### src/rtl/lsu_pkg.sv
// Shared types and helpers for the load/store controller.
// States, access-size encodings and a byte-count helper used by
// lsu_ctrl and lsu_load_ext.
package lsu_pkg;

    typedef enum logic [1:0] {
        IDLE   = 2'b00,
        ACCESS = 2'b01,
        SPLIT  = 2'b10,
        RESP   = 2'b11
    } lsu_state_e;

    localparam logic [1:0] SZ_B = 2'b00;
    localparam logic [1:0] SZ_H = 2'b01;
    localparam logic [1:0] SZ_W = 2'b10;

    // Number of bytes covered by an access of the given size. The illegal
    // encoding reports one byte so the bounds arithmetic stays well defined;
    // such requests are rejected separately.
    function automatic logic [2:0] size_bytes(input logic [1:0] size);
        case (size)
            SZ_B:    size_bytes = 3'd1;
            SZ_H:    size_bytes = 3'd2;
            SZ_W:    size_bytes = 3'd4;
            default: size_bytes = 3'd1;
        endcase
    endfunction

endpackage

### src/rtl/lsu_load_ext.sv
// Load result extension: takes right-aligned assembled load data and
// sign- or zero-extends it according to the access size.
module lsu_load_ext
    import lsu_pkg::*;
(
    input  logic [31:0] data,
    input  logic [1:0]  size,
    input  logic        unsigned_ext,
    output logic [31:0] result
);

    logic sign_b;
    logic sign_h;

    assign sign_b = data[7]  & ~unsigned_ext;
    assign sign_h = data[15] & ~unsigned_ext;

    // Replicate the sign bit (or zero) above the loaded field.
    always_comb begin
        result = data;
        case (size)
            SZ_B:    result = {{24{sign_b}}, data[7:0]};
            SZ_H:    result = {{16{sign_h}}, data[15:0]};
            default: result = data;
        endcase
    end

endmodule

### src/rtl/lsu_ctrl.sv
// Load/store controller for the MEM stage. Accepts one request at a time,
// classifies it (size, bounds, alignment), performs one aligned memory
// cycle or a byte-serial sequence, and returns a registered response.
// Optional feature macro: LSU_MISALIGN_SPLIT_EN -- when defined, misaligned
// half/word requests are split into byte accesses; otherwise they fault.
module lsu_ctrl
    import lsu_pkg::*;
#(
    parameter int DEPTH_BYTES = 1024
) (
    input  logic        clk,
    input  logic        rst_n,
    input  logic        req_valid,
    output logic        req_ready,
    input  logic        req_we,
    input  logic [1:0]  req_size,
    input  logic        req_unsigned,
    input  logic [31:0] req_addr,
    input  logic [31:0] req_wdata,
    output logic        resp_valid,
    output logic        resp_err,
    output logic [31:0] resp_rdata,
    output logic [31:0] mem_addr,
    output logic [31:0] mem_dataW,
    output logic        mem_MemRW,
    output logic [1:0]  mem_MemSize,
    output logic        mem_MemUnsigned,
    input  logic [31:0] mem_dataR
);

    lsu_state_e  state;
    lsu_state_e  state_next;

    logic        accept;
    logic [2:0]  nbytes_in;
    logic [32:0] last_byte;
    logic        bad_size;
    logic        out_of_range;
    logic        misaligned;
    logic        req_err;

    // Request fields held for the duration of the access.
    logic        we_q;
    logic [1:0]  size_q;
    logic        unsigned_q;
    logic [31:0] addr_q;
    logic [31:0] wdata_q;

    logic [31:0] ext_in;
    logic [31:0] ext_out;

`ifdef LSU_MISALIGN_SPLIT_EN
    logic [1:0]  k_q;
    logic [31:0] asm_q;
    logic [31:0] wdata_shift;
    logic        split_last;
`endif

    assign req_ready = (state == IDLE) || (state == RESP);
    assign accept    = req_valid && req_ready;

    // Classify the incoming request; the end address is formed in 33 bits
    // so a request near the top of the address space cannot wrap to zero.
    always_comb begin
        nbytes_in    = size_bytes(req_size);
        last_byte    = {1'b0, req_addr} + {30'b0, nbytes_in} - 33'd1;
        bad_size     = (req_size == 2'b11);
        out_of_range = (last_byte >= 33'(DEPTH_BYTES));
        misaligned   = ((req_size == SZ_H) && req_addr[0]) ||
                       ((req_size == SZ_W) && (req_addr[1:0] != 2'b00));
`ifdef LSU_MISALIGN_SPLIT_EN
        req_err      = bad_size || out_of_range;
`else
        req_err      = bad_size || out_of_range || misaligned;
`endif
    end

    // State register; reset aborts any access in flight.
    always_ff @(posedge clk or negedge rst_n) begin
        if (!rst_n) begin
            state <= IDLE;
        end else begin
            state <= state_next;
        end
    end

    // Next-state decode. Acceptance is allowed in RESP so aligned requests
    // can issue every other cycle.
    always_comb begin
        state_next = state;
        case (state)
            IDLE, RESP: begin
                if (accept) begin
                    if (req_err) begin
                        state_next = RESP;
`ifdef LSU_MISALIGN_SPLIT_EN
                    end else if (misaligned) begin
                        state_next = SPLIT;
`endif
                    end else begin
                        state_next = ACCESS;
                    end
                end else begin
                    state_next = IDLE;
                end
            end
            ACCESS: begin
                state_next = RESP;
            end
`ifdef LSU_MISALIGN_SPLIT_EN
            SPLIT: begin
                if (split_last) begin
                    state_next = RESP;
                end
            end
`endif
            default: begin
                state_next = IDLE;
            end
        endcase
    end

    // Capture the request on handshake; pure datapath, no reset needed.
    always_ff @(posedge clk) begin
        if (accept) begin
            we_q       <= req_we;
            size_q     <= req_size;
            unsigned_q <= req_unsigned;
            addr_q     <= req_addr;
            wdata_q    <= req_wdata;
        end
    end

`ifdef LSU_MISALIGN_SPLIT_EN
    assign split_last  = (k_q == ((size_q == SZ_H) ? 2'd1 : 2'd3));
    assign wdata_shift = wdata_q >> {k_q, 3'b000};

    // Byte index within a split sequence; restarts at zero outside SPLIT.
    always_ff @(posedge clk or negedge rst_n) begin
        if (!rst_n) begin
            k_q <= 2'd0;
        end else if (state == SPLIT) begin
            k_q <= k_q + 2'd1;
        end else begin
            k_q <= 2'd0;
        end
    end

    // Accumulate load bytes of a split sequence, little-endian.
    always_ff @(posedge clk) begin
        if (accept) begin
            asm_q <= '0;
        end else if (state == SPLIT) begin
            asm_q <= ext_in;
        end
    end
`endif

    // Raw load value feeding the extender: the memory word for an aligned
    // access, or the partial assembly merged with the current byte.
    always_comb begin
        ext_in = mem_dataR;
`ifdef LSU_MISALIGN_SPLIT_EN
        if (state == SPLIT) begin
            ext_in = asm_q | (32'({24'b0, mem_dataR[7:0]}) << {k_q, 3'b000});
        end
`endif
    end

    lsu_load_ext u_load_ext (
        .data         (ext_in),
        .size         (size_q),
        .unsigned_ext (unsigned_q),
        .result       (ext_out)
    );

    // Response register: loaded on entry to RESP. Entering from IDLE/RESP
    // can only mean a faulted request, which never touched memory.
    always_ff @(posedge clk or negedge rst_n) begin
        if (!rst_n) begin
            resp_valid <= 1'b0;
            resp_err   <= 1'b0;
            resp_rdata <= '0;
        end else begin
            resp_valid <= (state_next == RESP);
            if ((state_next == RESP) && req_ready) begin
                resp_err   <= 1'b1;
                resp_rdata <= '0;
            end else if ((state_next == RESP) && !we_q) begin
                resp_err   <= 1'b0;
                resp_rdata <= ext_out;
            end else begin
                resp_err   <= 1'b0;
                resp_rdata <= '0;
            end
        end
    end

    // Memory port decoded from state so the write enable drops the moment
    // reset asserts; idle states drive a quiet bus.
    always_comb begin
        mem_addr        = '0;
        mem_dataW       = '0;
        mem_MemRW       = 1'b0;
        mem_MemSize     = SZ_B;
        mem_MemUnsigned = 1'b1;
        case (state)
            ACCESS: begin
                mem_addr    = addr_q;
                mem_dataW   = wdata_q;
                mem_MemRW   = we_q;
                mem_MemSize = size_q;
            end
`ifdef LSU_MISALIGN_SPLIT_EN
            SPLIT: begin
                mem_addr    = addr_q + {30'b0, k_q};
                mem_dataW   = {24'b0, wdata_shift[7:0]};
                mem_MemRW   = we_q;
                mem_MemSize = SZ_B;
            end
`endif
            default: begin
                mem_addr = '0;
            end
        endcase
    end

endmodule

### config.mk
export PLATFORM = sky130hd
export DESIGN_NAME = lsu_ctrl
export DESIGN_NICKNAME = d
export VERILOG_FILES = /design/src/rtl/lsu_pkg.sv /design/src/rtl/lsu_load_ext.sv /design/src/rtl/lsu_ctrl.sv
export SDC_FILE = /design/constraint.sdc
export NUM_CORES = 1
export LEC_CHECK = 0
export CORE_MARGIN = 4
export CORE_UTILIZATION = 25
export CTS_CLUSTER_SIZE = 20
export DETAILED_ROUTE_END_ITERATION = 7
export GPL_ROUTABILITY_DRIVEN = 0
export GPL_TIMING_DRIVEN = 0
export REMOVE_ABC_BUFFERS = 1
export SLEW_MARGIN = 40
export SYNTH_ARGS = -nofsm -noshare
export SYNTH_HDL_FRONTEND = slang
export SYNTH_SLANG_ARGS = --single-unit
### constraint.sdc
create_clock -name clk -period 6.3 [get_ports clk]
set_clock_uncertainty 0.05 [all_clocks]
set_input_delay 0.63 -clock clk [delete_from_list [all_inputs] [get_ports clk]]
set_output_delay 0.63 -clock clk [all_outputs]
set_load 0.01 [all_outputs]
Yosys cells after proc, flatten, opt, wreduce, memory -nomap -nowiden
Index checks and enable logic that the tools add are counted.
Word-level totals
  bits in registers: 104
  input bits: 103
  word-level logic and storage cells: 48
Operators by class
  add/subtract/negate cells: 2
  reductions and logical operators: 14
  $lt $le $gt $ge: 1
  mux-type cells: 12
  bitwise gates (word level): 3
  equality and inequality tests: 7
Operators with widths (number)
  $mux 32: 4
  $pmux 32 s2: 1
  $add 32x3->33: 1
  $ge 33x11->1 const B: 1
  $sub 33x1->33 const B: 1
  $eq 2x2->1 const B: 4
  $eq 2x1->1 const B: 3
  $mux 2: 3
  $pmux 3 s2: 1
  $logic_and 1x1->1: 5
  $logic_not 2->1: 2
  $logic_or 1x1->1: 4
  $pmux 2 s2: 1
  $and 1x1->1: 2
  $mux 1: 2
  $reduce_bool 2->1: 1
  $reduce_or 2->1: 1
  $logic_not 1->1: 1
  $not 1->1: 1

Longest topological paths before layout
Gate-level depths: netlist (run 1).
  depth in word-level cells: 14
  depth in mapped cells: 17
  gate-level depth less buffers: 17

Hierarchy
Synthesis (run 1) repeated with hierarchy kept, for this count alone.
Second synthesis, totals
  cell total of the unflattened synthesis: 629
  area total of the unflattened synthesis: 6238.5 sq um
Modules (own cells, without submodules)
  lsu_ctrl: area an instance 5883.1 sq um, cells an instance 562, times used 1, seq. area each 2942.8 sq um
  lsu_load_ext: area an instance 355.3 sq um, cells an instance 67, times used 1, seq. area each 0.0 sq um

Least setup slack after synthesis (run 1)
OpenSTA, ideal clock, no wires.
  kind: register to register
  start point: reg state[0]
  end point: reg resp_rdata[11]
  required time: 6.172 ns
  slack: 2.650 ns
  clock period less this slack: 3.650 ns
  cell stages (with the launch flop): 10
  library setup time: 0.078 ns
  data arrival time: 3.522 ns
  cells stage by stage: dfrtp_1 inv_1 ha_1 and2_1 nor2_1 or2_2 or3_1 clkbuf_1 clkbuf_1 a21oi_1
Between the ends
  word-level cells in the longest chain between the ends: 9
  elaborated cells between the ends (all ways): 13
  those cells by class: 3 x eq/ne; 4 x mux; 6 x reduce/logical
Ends and longest elaborated chain
  from (decl): line lsu_ctrl.sv:31  | lsu_state_e state;
  from (signal assigned): line lsu_ctrl.sv:83  | state <= state_next;
  $eq 2x2->1 / $logic_not 2->1 (equally long branches): line lsu_ctrl.sv:59  | assign req_ready = (state == IDLE) || (state == RESP);
  $logic_or 1x1->1 *: line lsu_ctrl.sv:59
  via req_ready: line lsu_ctrl.sv:14  | output logic req_ready,
  $logic_and 1x1->1 *: line lsu_ctrl.sv:60  | assign accept = req_valid && req_ready;
  via accept: line lsu_ctrl.sv:34  | logic accept;
  $mux 2 *: line lsu_ctrl.sv:93  | if (accept) begin
  $pmux 2 s2 *: line lsu_ctrl.sv:91  | case (state)
  $eq 2x2->1 *: line lsu_ctrl.sv:186, lsu_ctrl.sv:189
  $logic_and 1x1->1: line lsu_ctrl.sv:189  | end else if ((state_next == RESP) && !we_q) begin
  $mux 32: line lsu_ctrl.sv:189
  $mux 32 *: line lsu_ctrl.sv:186  | if ((state_next == RESP) && req_ready) begin
  to (signal assigned): line lsu_ctrl.sv:191  | resp_rdata <= ext_out;
  to (decl): line lsu_ctrl.sv:22  | output logic [31:0] resp_rdata,
The timed path passes the listed nets; every way through them passes the cells marked *.
A chain may end at the register's enable or synchronous reset.

Worst setup path in the final report (run 1)
  start point: in req_size[0]
  end point: reg resp_err
Between the ends
  word-level cells in the longest chain between the ends: 13
  elaborated cells between the ends (all ways): 18
  those cells by class: 2 x add/sub; 1 x order compare; 4 x eq/ne; 5 x mux; 6 x reduce/logical
Ends and longest elaborated chain
  from (decl): line lsu_ctrl.sv:16  | input logic [1:0] req_size,
  $eq 2x2->1 / $eq 2x1->1 (equally long branches): line lsu_pkg.sv:21, lsu_ctrl.sv:70, lsu_ctrl.sv:69
  $pmux 3 s2: line lsu_pkg.sv:21  | case (size)
  $add 32x3->33: line lsu_ctrl.sv:66  | last_byte = {1'b0, req_addr} + {30'b0, nbytes_in} - 33'd1;
  $sub 33x1->33: line lsu_ctrl.sv:66
  $ge 33x11->1: line lsu_ctrl.sv:68  | out_of_range = (last_byte >= 33'(DEPTH_BYTES));
  $logic_or 1x1->1: line lsu_ctrl.sv:74  | req_err = bad_size || out_of_range || misaligned;
  $logic_or 1x1->1 *: line lsu_ctrl.sv:74
  $mux 2 *: line lsu_ctrl.sv:94  | if (req_err) begin
  $mux 2 *: line lsu_ctrl.sv:93
  $pmux 2 s2 *: line lsu_ctrl.sv:91
  $eq 2x2->1 *: line lsu_ctrl.sv:186
  $logic_and 1x1->1 *: line lsu_ctrl.sv:186
  $mux 1 *: line lsu_ctrl.sv:186
  to (signal assigned): line lsu_ctrl.sv:187  | resp_err <= 1'b1;
  to (signal assigned): line lsu_ctrl.sv:190  | resp_err <= 1'b0;
  to (signal assigned): line lsu_ctrl.sv:193  | resp_err <= 1'b0;
  to (decl): line lsu_ctrl.sv:21  | output logic resp_err,
Every way passes the cells marked *; elsewhere a longest branch is shown, timed or not.

==> metrics.txt, run 1 <==
Final Hold Viols=0; Post-Synth Adder-Cell Area=0.0861; R2R Setup Slk=3500 ps; Die X=163 um; mux cell area share after synthesis=0.0104; Worst Hold Class=in2async; cell area after synthesis=0.00604 mm^2; largest family of logic cells by synthesized area=simple AND/OR/NAND/NOR gates; final period utilization=0.690; ANT nets after route=0; DRC=0; worst path arrival time=4510 ps; Port Buffers=204; EDFF count, synth=68; clk root buf=clkbuf_16; DR WL/cell=15.4 um; Worst R2R Start=state[0]$_DFF_PN0_; H-tree depth=3; Setup CP Type=in2reg; Worst-Skew Late Latency=330 ps; setup repair bufs after CTS=0; CTS buffer count=9; CTS tree=yes; RSZ-0062 raised after global routing=false; worst-path fanout max=5; total grt overflow=0; Lkg Pwr=3.42 nW; commonest register cell after synthesis=edfxtp_1; Starting Density=0.256; # setup viols final=0; Crit. End Element=register; number of placed cells counting well taps=1098; post-synthesis xor/xnor area fraction=0.00870; Final Util=0.367; Via Count=5048; share of the yosys chip area belonging to registers=0.487; hold buffers post-CTS=0; die area=0.0267 mm^2; total power divided by cell area=302 mW/mm^2; Max Buffers Root-to-Sink=2; max-cap viol count=0; Post-synth ARST share=0.346; crit path to=resp_err$_DFF_PN0_; vias in the first global route=4961; first-pass detailed-route iteration total=4; Critical Path Start=req_size[0]; vias per cell=4.53; Yosys cell types=64; first-pass GRT wire length=26100 um; FF-to-FF End=resp_err$_DFF_PN0_; Reg2Reg Depth=9; Required @ worst endpoint=6460 ps; CTS clk-pin slew, worst paths=70 ps; Worst IR Drop VDD=0.144 mV; Worst-Margin Slew=559 ps; post-synthesis compound-gate area fraction=0.169; core region area=0.0236 mm^2; Ys Warns=0; Finished Layout Cells=1114; WL final=17200 um; Num Clock Sinks=104; Ant. Diodes=0; Min Clock Period, post-route=4350 ps; Site Rows=56; nets=935; Max Clock Freq=230 MHz; FILL cells=2352; fin area=0.00868 mm^2; Final TNS setup=0 ps; CTS resizes=0; GRT Util Overall=0.123; Slew Viols, Final=0; largest net degree at the start of global routing=54; initial antenna violation count=0; synthesized flop and latch total=104; Synth Instances=604; placed cell area=0.00840 mm^2; synth-to-layout area growth=43.6%; post-synthesis simple-gate area fraction=0.178; Slew Limit Headroom=0.627; Die Height=163 um; mean post-synth cell area=10.0 um^2; status=finished, final reports clean; Initial DRC Count=244; Final HPWL DP=13400 um; number of I/O pins=206; startpoint types=input port; share of post-route cells with drive strength above 1=0.0478
==> state kept, by name, summed over array words and instances, names as in the netlist <==
name / cells
addr_q: 32
we_q: 1
unsigned_q: 1
wdata_q: 32
state: 2
size_q: 2
resp_err: 1
resp_rdata: 32
resp_valid: 1
==> kinds of logic after synthesis <==
family / count (synthesis)
mux: 6
other cells: 1
flops: 104
simple gates: 204
buf+inv: 85
fa+ha+maj: 41
xor+xnor: 6
compound gates: 157
==> routing by layer <==
| metal | global-route usage | vias to the layer above | part of all wire |
|---|---|---|---|
| li1 | - | 2508 | - |
| met1 | 0.138 | 2384 | 0.40 |
| met2 | 0.233 | 143 | 0.53 |
| met3 | 0.0262 | 13 | 0.063 |
| met4 | 0.0358 | 0 | 0.014 |
| met5 | 0 | - | 0 |
==> worst max-delay path, stage by stage <==
cell	delay, ps
clkdlybuf4s50_1	570
inv_1	70
ha_1	270
inv_1	40
ha_1	160
inv_1	50
ha_1	170
inv_1	60
fa_1	360
nand2b_1	150
a21oi_1	170
o21a_1	230
mux2i_1	90
or4_1	550
nor4_1	250
nand4_1	170
nor4_2	440
nor2_1	70
==> where the power goes <==
part / internal [mW] / switching, mW
sequential: 0.943 / 0.0476
clock: 0.268 / 0.241
combinational: 0.552 / 0.565
total: 1.76 / 0.853
==> Yosys cell counts, drive strengths merged, types with 3 or more instances <==
| cell | number | area (um^2) |
|---|---|---|
| nand3 | 5 | 25.0 |
| a21oi | 68 | 370 |
| and2 | 76 | 475 |
| a21o | 4 | 30.0 |
| o211ai | 10 | 75.1 |
| clkbuf | 21 | 80.1 |
| nor2 | 29 | 109 |
| inv | 53 | 199 |
| nor3 | 12 | 60.1 |
| dfrtp | 36 | 901 |
| nand4 | 10 | 62.6 |
| o22ai | 3 | 18.8 |
| xnor2 | 4 | 35.0 |
| or3 | 4 | 25.0 |
| a211o | 5 | 43.8 |
| ha | 40 | 500 |
| a211oi | 7 | 57.6 |
| nor4 | 3 | 25.0 |
| o21ai | 27 | 139 |
| nand2 | 51 | 191 |
| edfxtp | 68 | 2040 |
| mux2i | 4 | 40.0 |
| buf | 11 | 83.8 |
| and3 | 4 | 25.0 |
| o21a | 16 | 121 |
==> cell type report <==
| type | instances | area [um^2] | area share |
|---|---|---|---|
| clock buffers | 11 | 233 | 0.0268 |
| flip-flops and latches | 104 | 2940 | 0.339 |
| multi-input cells | 415 | 2760 | 0.318 |
| clock inverters | 4 | 30.0 | 0.00346 |
| well taps | 319 | 399 | 0.0460 |
| inverters | 53 | 199 | 0.0229 |
| repair buffers | 208 | 2120 | 0.244 |
==> stage by stage <==
stage | hold WS, ps | worst slack, ps | power (mW)
detailed placement | 541 | 1610 | 2.14
global placement | 634 | 1200 | 2.11
finish | 163 | 1950 | 2.62
CTS | 163 | 1970 | 2.66
global route | 181 | 1760 | 2.79
floorplan | 284 | 2660 | 1.52
==> how the worst min path moves through the flow <==
stage | from | endpoint | slack, ps
after floorplan | rst_n | resp_err$_DFF_PN0_ | 280
after global routing | rst_n | resp_rdata[16]$_DFF_PN0_ | 180
final | rst_n | resp_rdata[31]$_DFF_PN0_ | 160
after CTS | rst_n | resp_rdata[16]$_DFF_PN0_ | 160
after global placement | unsigned_q$_DFFE_PP_ | resp_rdata[10]$_DFF_PN0_ | 630
after detailed placement | rst_n | resp_rdata[16]$_DFF_PN0_ | 540
==> placed cells by master, fill, tap and decap left out, types with 3 or more instances in the layout <==
cell type / count
a21o_1: 4
o21ai_0: 23
o211ai_1: 10
clkdlybuf4s50_1: 203
o21a_1: 15
or3_1: 3
and2_1: 75
a21oi_1: 64
dfrtp_1: 36
nand2_1: 51
xnor2_1: 4
nor2_1: 29
o22ai_1: 3
a211oi_1: 6
nand4_1: 10
inv_1: 53
clkbuf_16: 9
mux2i_1: 4
and3_1: 4
a211o_1: 5
ha_1: 39
o21ai_1: 3
nor3_1: 11
edfxtp_1: 68
nand3_1: 5
(Power assumes the default switching activity.)
==> run 2, diff against run 1 <==
Clock period 6.3 ns to 3.7 ns, I/O delays scaled along.
==> run 2 against run 1 <==
  * First-iteration DRC count shrank 4.9%
  * Largest cell class unchanged
  * Worst hold slack better by 85 ps
  * Critical path depth decreased by 1
  * Final area grew 0.88%
  * Worst setup slack worse by 1800 ps
  * Total power up 71%
  * Critical endpoint unchanged
  * Sequential power is 71% higher
  * Clock power is 71% higher
==> metrics.txt, run 2 (same netlist as run 1, synthesis figures left out) <==
status=finished, final reports clean; startpoint types=input port; Worst Hold Class=in2reg; Worst IR Drop VDD=0.245 mV (+69%); CTS tree=yes; Crit. End Element=register; synth-to-layout area growth=44.9%; core region area=0.0236 mm^2 (unchanged); Worst-Skew Late Latency=330 ps (about the same); max-cap viol count=0 (unchanged); worst-path fanout max=4 (-1); Slew Viols, Final=0 (unchanged); Port Buffers=204 (unchanged); Finished Layout Cells=1116 (+0.18%); Worst-Margin Slew=552 ps (-7.76 ps); # setup viols final=0 (unchanged); Ant. Diodes=0 (unchanged); first-pass GRT wire length=26200 um (+0.29%); nets=937 (+0.21%); register area=0.00294 mm^2 (unchanged); Num Clock Sinks=104 (unchanged); Setup CP Type=in2reg; first-pass detailed-route iteration total=4 (unchanged); number of I/O pins=206 (unchanged); switching pwr=1.47 mW (+72%); Final HPWL DP=13400 um (unchanged); DR WL/cell=15.5 um (+0.70%); Min Clock Period, post-route=3570 ps; share of post-route cells with drive strength above 1=0.0615 (+0.0137); number of placed cells counting well taps=1098 (unchanged); Slew Limit Headroom=0.632 (+0.00517); worst path arrival time=3740 ps (-770 ps); Via Count=5034 (-0.28%); Multi-input gate area=0.00282 mm^2 (+2.1%); CTS clk-pin slew, worst paths=60 ps (about the same); Die Height=163 um (unchanged); top flop regs=addr_q: 32 flops, resp_rdata: 32 flops, wdata_q: 32 flops; Final Hold Viols=0 (unchanged); largest net degree at the start of global routing=54 (unchanged); commonest non-fill, non-tap cell in the layout=clkdlybuf4s50_1; total grt overflow=0 (unchanged); Worst Hold Launch=req_size[0]; clk root buf=clkbuf_16; Lkg Pwr=3.46 nW (+1.2%); Critical Path Start=req_size[1]; Max Clock Freq=280 MHz; GRT Util Overall=0.124 (+0.000320); commonest cells after routing, fill and taps aside=199 x clkdlybuf4s50_1, 75 x and2_1, 68 x edfxtp_1; FILL cells=2341 (-0.47%); H-tree depth=3 (unchanged); total power divided by cell area=511 mW/mm^2 (+70%); Die X=163 um (unchanged); power share of the clock group=0.194 (about the same); initial antenna violation count=0 (unchanged); WL final=17300 um (+0.88%); DRC=0 (unchanged); Required @ worst endpoint=3870 ps (-2590 ps); Site Rows=56 (unchanged); fin area=0.00875 mm^2 (+0.88%); Max Buffers Root-to-Sink=2 (unchanged); Worst R2R Start=state[0]$_DFF_PN0_; CTS buffer count=9 (unchanged); Internal=3.01 mW (+71%); part of the power in registers=0.377 (-0.002); die area=0.0267 mm^2 (unchanged); placed cell area=0.00840 mm^2 (unchanged); Logic pwr share=0.429 (+0.002); final period utilization=0.965; Final Util=0.371 (+0.00323); vias per cell=4.51 (-0.46%); sw frac=0.327 (+0.00134); Starting Density=0.256 (unchanged); ANT nets after route=0 (unchanged); vias in the first global route=4975 (+0.28%); Initial DRC Count=232 (-4.9%)
run 2: changes by cell type in the layout (fill, tap and decap cells not counted), sizes merged:
cell           delta
clkbuf            +1
clkdlybuf4s15     +1
dlygate4sd3       +1
clkdlybuf4s50     -4
dlymetal6s2s      +2
buf               +1
run 2: final cells by class:
class | count | area share
tap | 319 | 0.0456
multi-input combinational | 415 | 0.322
clock buffer | 11 | 0.0266
inverter | 53 | 0.0227
clock inverter | 4 | 0.00343
timing repair buffer | 210 | 0.244
sequential | 104 | 0.336
run 2: critical path, cell delays in order:
cell and delay [ps]:
clkdlybuf4s15_1 240, ha_1 300, inv_1 40, ha_1 160, inv_1 100, ha_4 160
inv_1 60, fa_2 330, nand2b_4 150, a21oi_2 140, o21a_1 200, mux2i_1 90
or4_1 510, nor4_2 250, nand4_1 200, nor4_4 360, nor2_1 70
run 2: per-layer routing:
layer | up-vias | wire length (um) | GRT usage | share of wire
li1 | 2509 | - | - | -
met1 | 2377 | 6930 | 0.139 | 0.40
met2 | 135 | 9140 | 0.234 | 0.53
met3 | 13 | 1020 | 0.0262 | 0.059
met4 | 0 | 247 | 0.0358 | 0.014
met5 | - | 0 | 0 | 0
run 2: power groups by stage:
stage | registers [mW] | clock network [mW] | logic [mW]
6_report | 1.69 | 0.868 | 1.92
3_3_place_gp | 1.75 | 0 | 1.84
3_5_place_dp | 1.73 | 0 | 1.91
4_1_cts | 1.70 | 0.908 | 1.92
5_1_grt | 1.72 | 0.947 | 2.10
2_1_floorplan | 1.75 | 0 | 0.847
run 2: worst paths after layout:
| path | end | slack (ps) | cells after the start |
|---|---|---|---|
| hold reg to reg | resp_rdata[1]$_DFF_PN0_ | 600 | 2 |
| setup / recovery | resp_err$_DFF_PN0_ | 130 | 17 |
| hold / removal | size_q[0]$_DFFE_PP_ | 250 | 1 |
| min in group asynchronous | resp_rdata[31]$_DFF_PN0_ | 440 | 2 |
| setup reg to reg | resp_err$_DFF_PN0_ | 950 | 9 |
| max in group asynchronous | resp_rdata[11]$_DFF_PN0_ | 2710 | 3 |
run 2: timing repair:
| item | in CTS | in global routing |
|---|---|---|
| buffers inserted | 1 | 0 |
| hold buffers | 1 | 0 |
| gates resized for setup | 5 | 15 |
| cloned | 0 | 0 |
| endpoints found under the hold margin | 15 | 0 |
| pin swaps | 3 | 8 |
| endpoints found under the setup margin | 3 | 3 |
run 2: through the flow:
step	power (mW)	hold WS, ps	TNS [ps]	setup slack [ps]
floorplan	2.59	24.4	0	61.0
global placement	3.59	634	-47120	-1140
detailed placement	3.64	281	-2190	-732
CTS	4.53	376	0	47.1
global route	4.77	243	-12.1	-12.1
finish	4.48	248	0	129
